## config.mk

```make
export PLATFORM = sky130hd
export DESIGN_NAME = display_scan
export DESIGN_NICKNAME = d
export VERILOG_FILES = /design/src/rtl/display_scan.sv
export SDC_FILE = /design/constraint.sdc
export NUM_CORES = 1
export LEC_CHECK = 0
export BUFFER_PORTS_ARGS = -buffer_cell sky130_fd_sc_hd__buf_2
export CORE_MARGIN = 5
export CORE_UTILIZATION = 50
export DETAILED_ROUTE_END_ITERATION = 16
export PLACE_DENSITY = 0.78
export SLEW_MARGIN = 40
export SYNTH_ARGS = -nofsm -noshare
export SYNTH_HDL_FRONTEND = slang
export SYNTH_SLANG_ARGS = --single-unit
```

## constraint.sdc

```tcl
create_clock -name clk_mux -period 2 [get_ports clk_mux]
set_clock_uncertainty 0.1 [all_clocks]
set_input_delay 0.4 -clock clk_mux [delete_from_list [all_inputs] [get_ports clk_mux]]
set_output_delay 0.4 -clock clk_mux [all_outputs]
set_load 0.05 [all_outputs]
```

## src/rtl/display_scan.sv

```systemverilog
// Seven-segment display scanner: cycles a 2-bit digit select and drives anodes, segments and dp.
// Optional leading-zero blanking on the minutes digit via the DISPLAY_SCAN_LZB_EN macro.
module display_scan #(
  parameter int unsigned DWELL_CYCLES = 50000,
  parameter bit          ACTIVE_LOW   = 1'b1
) (
  input  logic       clk_mux,
  input  logic       rst_mux,
  input  logic       en_in,
  input  logic [3:0] digit_in,
  output logic [1:0] sel_out,
  output logic [3:0] an_out,
  output logic [6:0] seg_out,
  output logic       dp_out
);

  localparam int unsigned     CNT_W    = $clog2(DWELL_CYCLES);
  localparam logic [CNT_W-1:0] CNT_LAST = CNT_W'(DWELL_CYCLES - 1);
  // XOR masks that map internal active-high values onto the pin polarity.
  localparam logic [3:0]      AN_MASK  = {4{ACTIVE_LOW}};
  localparam logic [6:0]      SEG_MASK = {7{ACTIVE_LOW}};

  logic [CNT_W-1:0] cnt;
  logic             armed;
  logic [3:0]       stage_an;
  logic [6:0]       glyph;

  // Segment order {g,f,e,d,c,b,a}, active-high.
  function automatic logic [6:0] decode(input logic [3:0] digit);
    logic [6:0] seg;
    case (digit)
      4'h0:    seg = 7'b0111111;
      4'h1:    seg = 7'b0000110;
      4'h2:    seg = 7'b1011011;
      4'h3:    seg = 7'b1001111;
      4'h4:    seg = 7'b1100110;
      4'h5:    seg = 7'b1101101;
      4'h6:    seg = 7'b1111101;
      4'h7:    seg = 7'b0000111;
      4'h8:    seg = 7'b1111111;
      4'h9:    seg = 7'b1101111;
      4'hF:    seg = 7'b0000000;
      default: seg = 7'b1000000;
    endcase
    return seg;
  endfunction

  // NOTE: every signal assigned in always_comb gets an unconditional default first, so no latch is inferred.
  always_comb begin
    glyph = decode(digit_in);
`ifdef DISPLAY_SCAN_LZB_EN
    if (stage_an[2] && digit_in == 4'h0) glyph = 7'b0000000;
`endif
  end

  // NOTE: state updates use non-blocking assignments so every register samples pre-edge values.
  always_ff @(posedge clk_mux or posedge rst_mux) begin
    if (rst_mux) begin
      cnt      <= '0;
      sel_out  <= 2'b01;
      armed    <= 1'b0;
      stage_an <= '0;
      an_out   <= AN_MASK;
      seg_out  <= SEG_MASK;
      dp_out   <= ACTIVE_LOW;
    end else begin
      // The first edge after release only arms the anode stage, so a[0] lights on the third edge.
      armed <= 1'b1;
      if (en_in) begin
        if (cnt == CNT_LAST) begin
          cnt     <= '0;
          sel_out <= sel_out + 2'd1;
        end else begin
          cnt <= cnt + CNT_W'(1);
        end
        // Stage one tracks the select one cycle late, aligning with the mux register's digit.
        stage_an <= armed ? (4'b0001 << (sel_out - 2'd1)) : 4'b0000;
        an_out   <= stage_an ^ AN_MASK;
        seg_out  <= ((stage_an != 4'b0000) ? glyph : 7'b0000000) ^ SEG_MASK;
        dp_out   <= stage_an[2] ^ ACTIVE_LOW;
      end else begin
        stage_an <= '0;
        an_out   <= AN_MASK;
        seg_out  <= SEG_MASK;
        dp_out   <= ACTIVE_LOW;
      end
    end
  end

endmodule

```

After elaboration in Yosys (flattened, before gate mapping). Memory sizes are Yosys's and may differ from the RTL's. Index checks and enable logic that the tools add are counted.

Flip-flop bits (word level): 35. ROM bits: 112. Output and inout port bits: 14. Logic and storage cells: 25. Memories: 1.

Memory list: (no name shown) (words 16, width 7, rd ports 1, clocked after memory_dff 0, write ports 0, line 31) `case (digit)`.

$add $sub $neg: 3. Equal/unequal tests: 1. Shift operators: 1. Muxes and demuxes: 7. Bitwise gates (word level): 3. Reduce and logical (&&, ||, !) cells: 2.

Operators by type and width (number): $add A16 B1 Y16 const B (1); $eq A16 B16 Y1 const B (1); $mux W16 (1); $mux W7 (2); $mux W4 (3); $not A7 Y7 (1); $not A4 Y4 (1); $reduce_bool A4 Y1 (1); $shl A1 B2 Y4 const A (1); $add A2 B1 Y2 const B (1); $reduce_and A2 Y1 (1); $sub A2 B1 Y2 const B (1); $mux W1 (1); $not A1 Y1 (1).

Logic depth before layout (Yosys ltp). Gate-level depths: netlist of the first run.

Word-level depth: 4. Mapped depth: 5. Depth with buffers taken out: 5.

Least setup slack after synthesis of the first run. Ideal clock, no wire load.

Path type: flip-flop to flip-flop. Start point: register cnt[4]. End point: register sel_out[1]. Data arrival time: 1.948 ns. Required time: 1.775 ns. Slack: -0.172 ns. Stages on the path, launching flop included: 5. Buffers on the path: 0. Period minus slack after synthesis: 2.172 ns. Cell sequence: dfrtp_1 -> or4b_1 -> or4_1 -> nor3_2 -> mux2_2.

Cells in the longest elaborated chain, start to end: 2.

RTL lines: from (decl) (line 23) `logic [CNT_W-1:0] cnt;`; from (signal assigned) (line 74) `cnt <= cnt + CNT_W'(1);`; $eq A16 B16 Y1 (line 70) `if (cnt == CNT_LAST) begin`; $reduce_and A2 Y1 (no source line); to (signal assigned) (line 72) `sel_out <= sel_out + 2'd1;`; to (decl) (line 11) `output logic [1:0] sel_out,`.

No other way between the ends. A chain may end at the register's enable or synchronous reset.

Worst setup path in the final report of the first run.
Start point: register cnt[10]. End point: register sel_out[1].

The elaborated chain is that of the path after synthesis.

==> results.md, run 1 <==
* Status: finished with violations
* Failing checks: negative setup slack
* Mapped Area at 1556 sq um
* Yosys top cell area share at 0.3537
* TritonCTS clock tree: done
* R2R Path Start: cnt[10]$_DFFE_PP0P_
* Vias in the first global route at 1084
* Post-DP Area at 1730 sq um
* Worst Path Class, Setup: reg2reg
* Final WS setup at -0.09222 ns
* Nets@finish at 187
* Post-Layout Cell Count at 215
* Fmax at 478.0 MHz
* Final GP Congestion at 0.7482
* Reg-to-reg critical path endpoint: sel_out[1]$_DFFE_PP0P_
* Max-cap violations at 0
* IO buf count at 20
* Yosys Warn Count at 0
* Clock Pin Slew Worst Setup and Hold Paths at 0.11 ns
* Slowest stage cell, crit path: or4b_1
* Total grt overflow at 0
* Placed cells at 205
* RSZ-0062 raised after global routing: true
* Hold_buf cts at 0
* Syn_area_per_cell at 11.12 sq um
* Io pins at 21
* Setup crit start kind: register
* Post-synth EDFFs at 0
* Max rail drop VDD at 0.0004102 V
* CTS Buf Count at 5
* Rows at 20
* CP Capture Type: register
* Worst endpoint data arrival time at 2.24 ns
* CTS H-tree lvls at 2
* DR WL/cell at 13.17 um
* Most numerous cell in the Yosys netlist: dfrtp_1
* CP max stage delay at 0.51 ns
* Fin area at 1836 sq um
* Final period util at 1.046
* Initial Utilization at 0.5140
* Flop-to-flop setup slack at -0.09 ns
* Die width at 65.80 um
* Largest area contributor in the netlist: dfrtp_1
* Chip height at 65.80 um
* Main synth FF type: dfrtp_1
* Critical path buffers and inverters at 0
* Area added between synthesis and finish at 17.93%
* 1st-iter DRT viols at 40
* Pwr/cell area at 893.8 nW/um^2
* Max Fanout on Critical Path at 3
* First-pass GRT wire length at 4974 um
* Core Footprint at 3028 sq um
* CP Cell Sequence: or4b_1 -> or4_4 -> nor3_4 -> mux2_4
* R2r worst-path depth at 4
* Pin count of the biggest net entering global routing at 35
* Clock sinks at 34
* DR vias at 1080
* Final ANT Viol Nets at 0
* Root Driver: clkbuf_4
* Fin. Hold Viols at 0
* Min Hold Slack at 0.002850 ns
* DRT Pass-1 Iters at 4
* Drt via density at 5.023
* Synth async-reset ratio at 1.000
* Hpwl dp at 2064 um
* Synth cell count leaders: dfrtp_1 (22), dfstp_2 (12), nand2_1 (12), nor2_1 (12), xnor2_1 (11)
* Share of cells above drive strength 1 at 0.3041
* Netlist cell types at 32
* Total Routing Usage GR at 0.1552
* Fin Setup TNS at -0.4417 ns
* Final min period at 2.092 ns
* Sequential fraction of the synthesis area at 0.5563
* Syn Nets at 157
* Top post-synthesis cells by area: dfrtp_1 (35%), dfstp_2 (20%), ha_1 (8.0%), xnor2_1 (6.2%), nand2_1 (2.9%)
* Post-Route WL at 2831 um
* #FFs+latches synth at 34
* # DRC at 0
* Pins Over Slew Limit at 0
* Delay-heaviest family, CP: simple AND/OR/NAND/NOR gates
* Later-pin clock latency in the skew report at 0.35 ns
* Max clock buf depth at 2
* Worst hold path type: in2async
* Final setup fails at 11
* Critical Path Stages at 4
* Diodes inserted at 0
* Initial antenna violation count at 0
* Die area at 4329 sq um
* Lkg Pwr at 0.8505 nW
* CP required at 2.15 ns
* Synth Instances at 140
-- flip-flops by register name (all words and copies together), names as in the netlist --
name,cells
cnt,16
seg_out,7
an_out,4
stage_an,4
sel_out,2
armed,1
-- area by class of cell --
type / instances / area [sq um]
Clock buffer: 5 / 37.54
Clock inverter: 3 / 45.04
Fill cell: 252 / 1192
Inverter: 10 / 37.54
Multi-Input combinational cell: 91 / 636.9
Sequential cell: 34 / 865.8
Tap cell: 44 / 55.05
Timing Repair Buffer: 28 / 157.7
-- routing by layer --
| layer | track usage | routed length [um] | up-vias |
|---|---|---|---|
| li1 | - | - | 522 |
| met1 | 0.1808 | 1147 | 523 |
| met2 | 0.2616 | 1468 | 27 |
| met3 | 0.03061 | 132 | 8 |
| met4 | 0.09326 | 82 | 0 |
| met5 | 0 | 0 | - |
-- kinds of logic (layout without fill, tap and decap cells) --
kind of cell    count (synthesis)  in the layout  share of synthesized area
flops                          34             34                     0.5563
mux                             2              2                    0.01367
other cells                     1              1                   0.002409
buf+inv                        15             46                    0.04341
xor+xnor                       16             16                    0.09003
fa+ha+maj                      10             10                    0.08039
simple gates                   51             51                     0.1704
compound gates                 11             11                    0.04341
-- worst max-delay path by stage --
stage                        start                endpoint  slack [ns]
5_1_grt        cnt[10]$_DFFE_PP0P_  sel_out[1]$_DFFE_PP0P_       -0.15
3_3_place_gp    cnt[7]$_DFFE_PP0P_  sel_out[1]$_DFFE_PP0P_       -0.04
3_5_place_dp    cnt[7]$_DFFE_PP0P_  sel_out[1]$_DFFE_PP0P_       -0.07
2_1_floorplan  cnt[10]$_DFFE_PP0P_  sel_out[1]$_DFFE_PP0P_       -0.05
6_report       cnt[10]$_DFFE_PP0P_  sel_out[1]$_DFFE_PP0P_       -0.09
4_1_cts        cnt[10]$_DFFE_PP0P_  sel_out[1]$_DFFE_PP0P_       -0.07
-- report_power, final --
part           switching [W]  leakage, nW  internal (W)
Combinational       0.000163        0.409      0.000117
Sequential         0.0000773        0.405      0.000777
Clock               0.000245       0.0374      0.000262
-- layout by cell type (no fill, tap or decap) --
cell type    n
dfrtp_1     22
buf_2       21
nand2_1     12
nor2_1      12
dfstp_2     12
xnor2_1     11
inv_1       10
ha_1        10
buf_4        7
o21ai_0      6
nand4_1      5
xor2_1       5
clkbuf_4     5
nor3_1       4
and3_1       4
nand3_1      3
nor4_1       3
a21oi_1      2
clkinvlp_4   2
mux2i_1      1
or4b_1       1
or4_4        1
or4bb_2      1
nor3_4       1
or3_1        1
o21a_1       1
o41a_1       1
and2_1       1
nand2b_1     1
nor2b_1      1
o311ai_0     1
mux2_4       1
conb_1       1
bufinv_16    1
-- tightest hold or removal path, cell delays in order --
cell   delay [ns]
buf_2        0.09
inv_1        0.04
buf_4        0.36
-- repair_timing --
item	in CTS	in global routing
gates resized for setup	3	0
gates cloned	1	0
buffers inserted	1	0
endpoints found under the setup margin	11	11
-- per-stage QoR --
step | setup slack, ns | utilization | total power, W
floorplan | -0.05392 | - | 0.001052
global placement | -0.04011 | 0.5715 | 0.001113
finish | -0.09222 | 0.6062 | 0.001641
detailed placement | -0.07475 | 0.5715 | 0.001138
global route | -0.1521 | 0.6062 | 0.001721
CTS | -0.06883 | 0.6062 | 0.001653
No activity file was read; power rests on OpenSTA's default activity.
==> run 2: changes to the inputs <==
==> config.mk (replaced) <==
export PLATFORM = sky130hd
export DESIGN_NAME = display_scan
export DESIGN_NICKNAME = d
export VERILOG_FILES = /design/src/rtl/display_scan.sv
export SDC_FILE = /design/constraint.sdc
export NUM_CORES = 1
export LEC_CHECK = 0
export CORE_MARGIN = 5
export CORE_UTILIZATION = 55
export DETAILED_ROUTE_END_ITERATION = 16
export DONT_BUFFER_PORTS = 1
export PLACE_DENSITY = 0.77
export SLEW_MARGIN = 40
export SYNTH_ARGS = -nofsm -noshare
export SYNTH_HDL_FRONTEND = slang
export SYNTH_SLANG_ARGS = --single-unit
==> results.md, run 2 (synthesized netlist as in run 1, its figures left out) <==
* Status: finished with violations
* Failing checks: negative setup slack
* Initial antenna violation count at 0 (unchanged)
* Register Area at 865.8 sq um (unchanged)
* Die width at 63.20 um (-4.0%)
* CP Capture Type: register
* Comb pwr share at 0.169 (about the same)
* CTS H-tree lvls at 2 (unchanged)
* Critical path buffers and inverters at 0 (unchanged)
* TritonCTS clock tree: done
* Worst Path Class, Setup: reg2reg
* IO buf count at 0 (-100%)
* Fillcell total at 204 (-19%)
* NetSw at 0.0004635 W (-4.4%)
* Final GP Congestion at 0.7915 (+5.8%)
* Slew @ Worst Pin at 0.5852 ns
* Lkg Pwr at 0.7974 nW (-6.2%)
* # DRC at 0 (unchanged)
* Min Hold Slack at 0.02358 ns (+0.02073 ns)
* Diodes inserted at 0 (unchanged)
* Final WS setup at -0.1483 ns (-0.05605 ns)
* Total Routing Usage GR at 0.1563 (+0.001137)
* CP max stage delay at 0.54 ns (+0.03 ns)
* CP Cell Sequence: or4b_1 -> or4_4 -> nor3_4 -> mux2_4
* Setup crit start kind: register
* Total grt overflow at 0 (unchanged)
* Final period util at 1.074 (+0.02802)
* R2R Path Start: cnt[4]$_DFFE_PP0P_
* Max Fanout on Critical Path at 2 (-1)
* Pwr/cell area at 882.3 nW/um^2 (-1.3%)
* Relative slew slack at 0.6099
* Die area at 3994 sq um (-7.7%)
* DRT Pass-1 Iters at 4 (unchanged)
* CP required at 2.13 ns (-0.02 ns)
* Fmax at 465.5 MHz (-2.6%)
* Clock Pin Slew Worst Setup and Hold Paths at 0.11 ns (about the same)
* Area of the multi-input gates at 636.9 sq um (unchanged)
* Switching power share of the total at 0.3021 (+0.006419)
* Hpwl dp at 1966 um (-4.7%)
* Leading cell type in the layout, fill and taps excluded: dfrtp_1
* Io pins at 21 (unchanged)
* Pre-CTS setup slack at -0.07053 ns (+0.004218 ns)
* Drt via density at 5.373 (+7.0%)
* Slowest stage cell, crit path: or4b_1
* Worst endpoint data arrival time at 2.28 ns (+0.04 ns)
* Most flops, register: cnt
* DR WL/cell at 14.85 um (+13%)
* Fin util at 0.6362 (+0.02996)
* Later-pin clock latency in the skew report at 0.34 ns (about the same)
* Rows at 19 (-5.0%)
* Worst hold path type: in2reg
* Max rail drop VDD at 0.0006162 V (+50%)
* Most frequent cells in the layout: dfrtp_1 (22), nand2_1 (12), nor2_1 (12), dfstp_2 (12), xnor2_1 (11)
* Nets@finish at 170 (-9.1%)
* Internal at 0.001071 W (-7.3%)
* Reg power frac at 0.570 (+0.049)
* Worst Setup SP: cnt[4]$_DFFE_PP0P_
* Share of cells above drive strength 1 at 0.2013 (-0.1028)
* Final setup fails at 11 (unchanged)
* Max-cap violations at 0 (unchanged)
* Worst Hold Launch: digit_in[3]
* Initial Utilization at 0.5693 (+0.05529)
* RSZ-0062 raised after global routing: true
* Chip height at 63.20 um (-4.0%)
* Largest registers: cnt: 16 flops, seg_out: 7 flops
* GRT met2 Usage at 0.2359 (-0.02568)
* CTS Buf Count at 5 (unchanged)
* Final min period at 2.148 ns (+0.05605 ns)
* First-pass GRT wire length at 4719 um (-5.1%)
* Area added between synthesis and finish at 11.74%
* Final ANT Viol Nets at 0 (unchanged)
* DR vias at 994 (-8.0%)
* Clock power share at 0.261 (-0.048)
* Clock sinks at 34 (unchanged)
* Max clock buf depth at 2 (unchanged)
* Core Footprint at 2734 sq um (-9.7%)
* 1st-iter DRT viols at 89 (+120%)
* Root Driver: clkbuf_4
* GRT met1 Usage at 0.1797 (-0.001092)
* Pin count of the biggest net entering global routing at 31 (-11%)
* Post-Route WL at 2747 um (-3.0%)
* Vias in the first global route at 1025 (-5.4%)
* Pins Over Slew Limit at 0 (unchanged)
* Busiest metal layer after global routing: met2
* Fin. Hold Viols at 0 (unchanged)
* Max FFs per register at 16 (unchanged)
* Met3 GRT Util at 0.07993 (+0.04932)
* Delay-heaviest family, CP: simple AND/OR/NAND/NOR gates
* Fin Setup TNS at -0.6787 ns (-0.2370 ns)
run 2: cell count changes in the layout (fill, tap and decap cells not counted), sizes merged:
cell         delta
dlygate4sd3     +4
clkinvlp        -1
clkbuf          +1
bufinv          -1
buf            -21
clkinv          +1
run 2: layer usage:
metal,up-vias,part of all wire
met4,0,0.039
li1,486,-
met3,10,0.068
met1,471,0.41
met5,-,0
met2,27,0.48
run 2: final timing paths:
path                                     endpoint  slack (ns)  cells after the start
min                          seg_out[3]$_DFF_PP1_        0.02                      1
min in group asynchronous    seg_out[6]$_DFF_PP1_        0.49                      2
max                        sel_out[1]$_DFFE_PP0P_       -0.15                      4
max in group asynchronous    seg_out[1]$_DFF_PP1_        0.88                      3
max reg2reg                sel_out[1]$_DFFE_PP0P_       -0.15                      4
min reg2reg                   an_out[1]$_DFF_PP1_        0.31                      1
run 2: area by class of cell:
| class | instances | share of cell area |
|---|---|---|
| flip-flops and latches | 34 | 0.4978 |
| multi-input cells | 91 | 0.3662 |
| repair buffers | 11 | 0.05540 |
| clock buffers | 6 | 0.02950 |
| well taps | 31 | 0.02230 |
| inverters | 10 | 0.02158 |
| clock inverters | 2 | 0.007194 |
run 2: stage by stage:
stage / total power [W] / instances / area, sq um
2_1_floorplan: 0.001052 / 140 / 1560
3_3_place_gp: 0.001109 / 172 / 1614
3_5_place_dp: 0.001129 / 172 / 1614
4_1_cts: 0.001538 / 182 / 1698
5_1_grt: 0.001635 / 185 / 1739
6_report: 0.001534 / 185 / 1739
run 2: repair_timing:
| item | in CTS | in global routing |
|---|---|---|
| endpoints found under the hold margin | 8 | 2 |
| pin swaps | 0 | 2 |
| buffers inserted | 0 | 1 |
| endpoints found under the setup margin | 11 | 11 |
| cloned | 0 | 0 |
| hold buffers | 2 | 2 |
| gates resized for setup | 0 | 3 |
run 2: power by group through the flow:
stage,combinational (W),clock (W),sequential [W]
after floorplan,0.000182,0,0.000870
after global placement,0.000229,0,0.000880
after detailed placement,0.000244,0,0.000886
after CTS,0.000250,0.000413,0.000875
after global routing,0.000296,0.000453,0.000886
final,0.000259,0.000400,0.000875
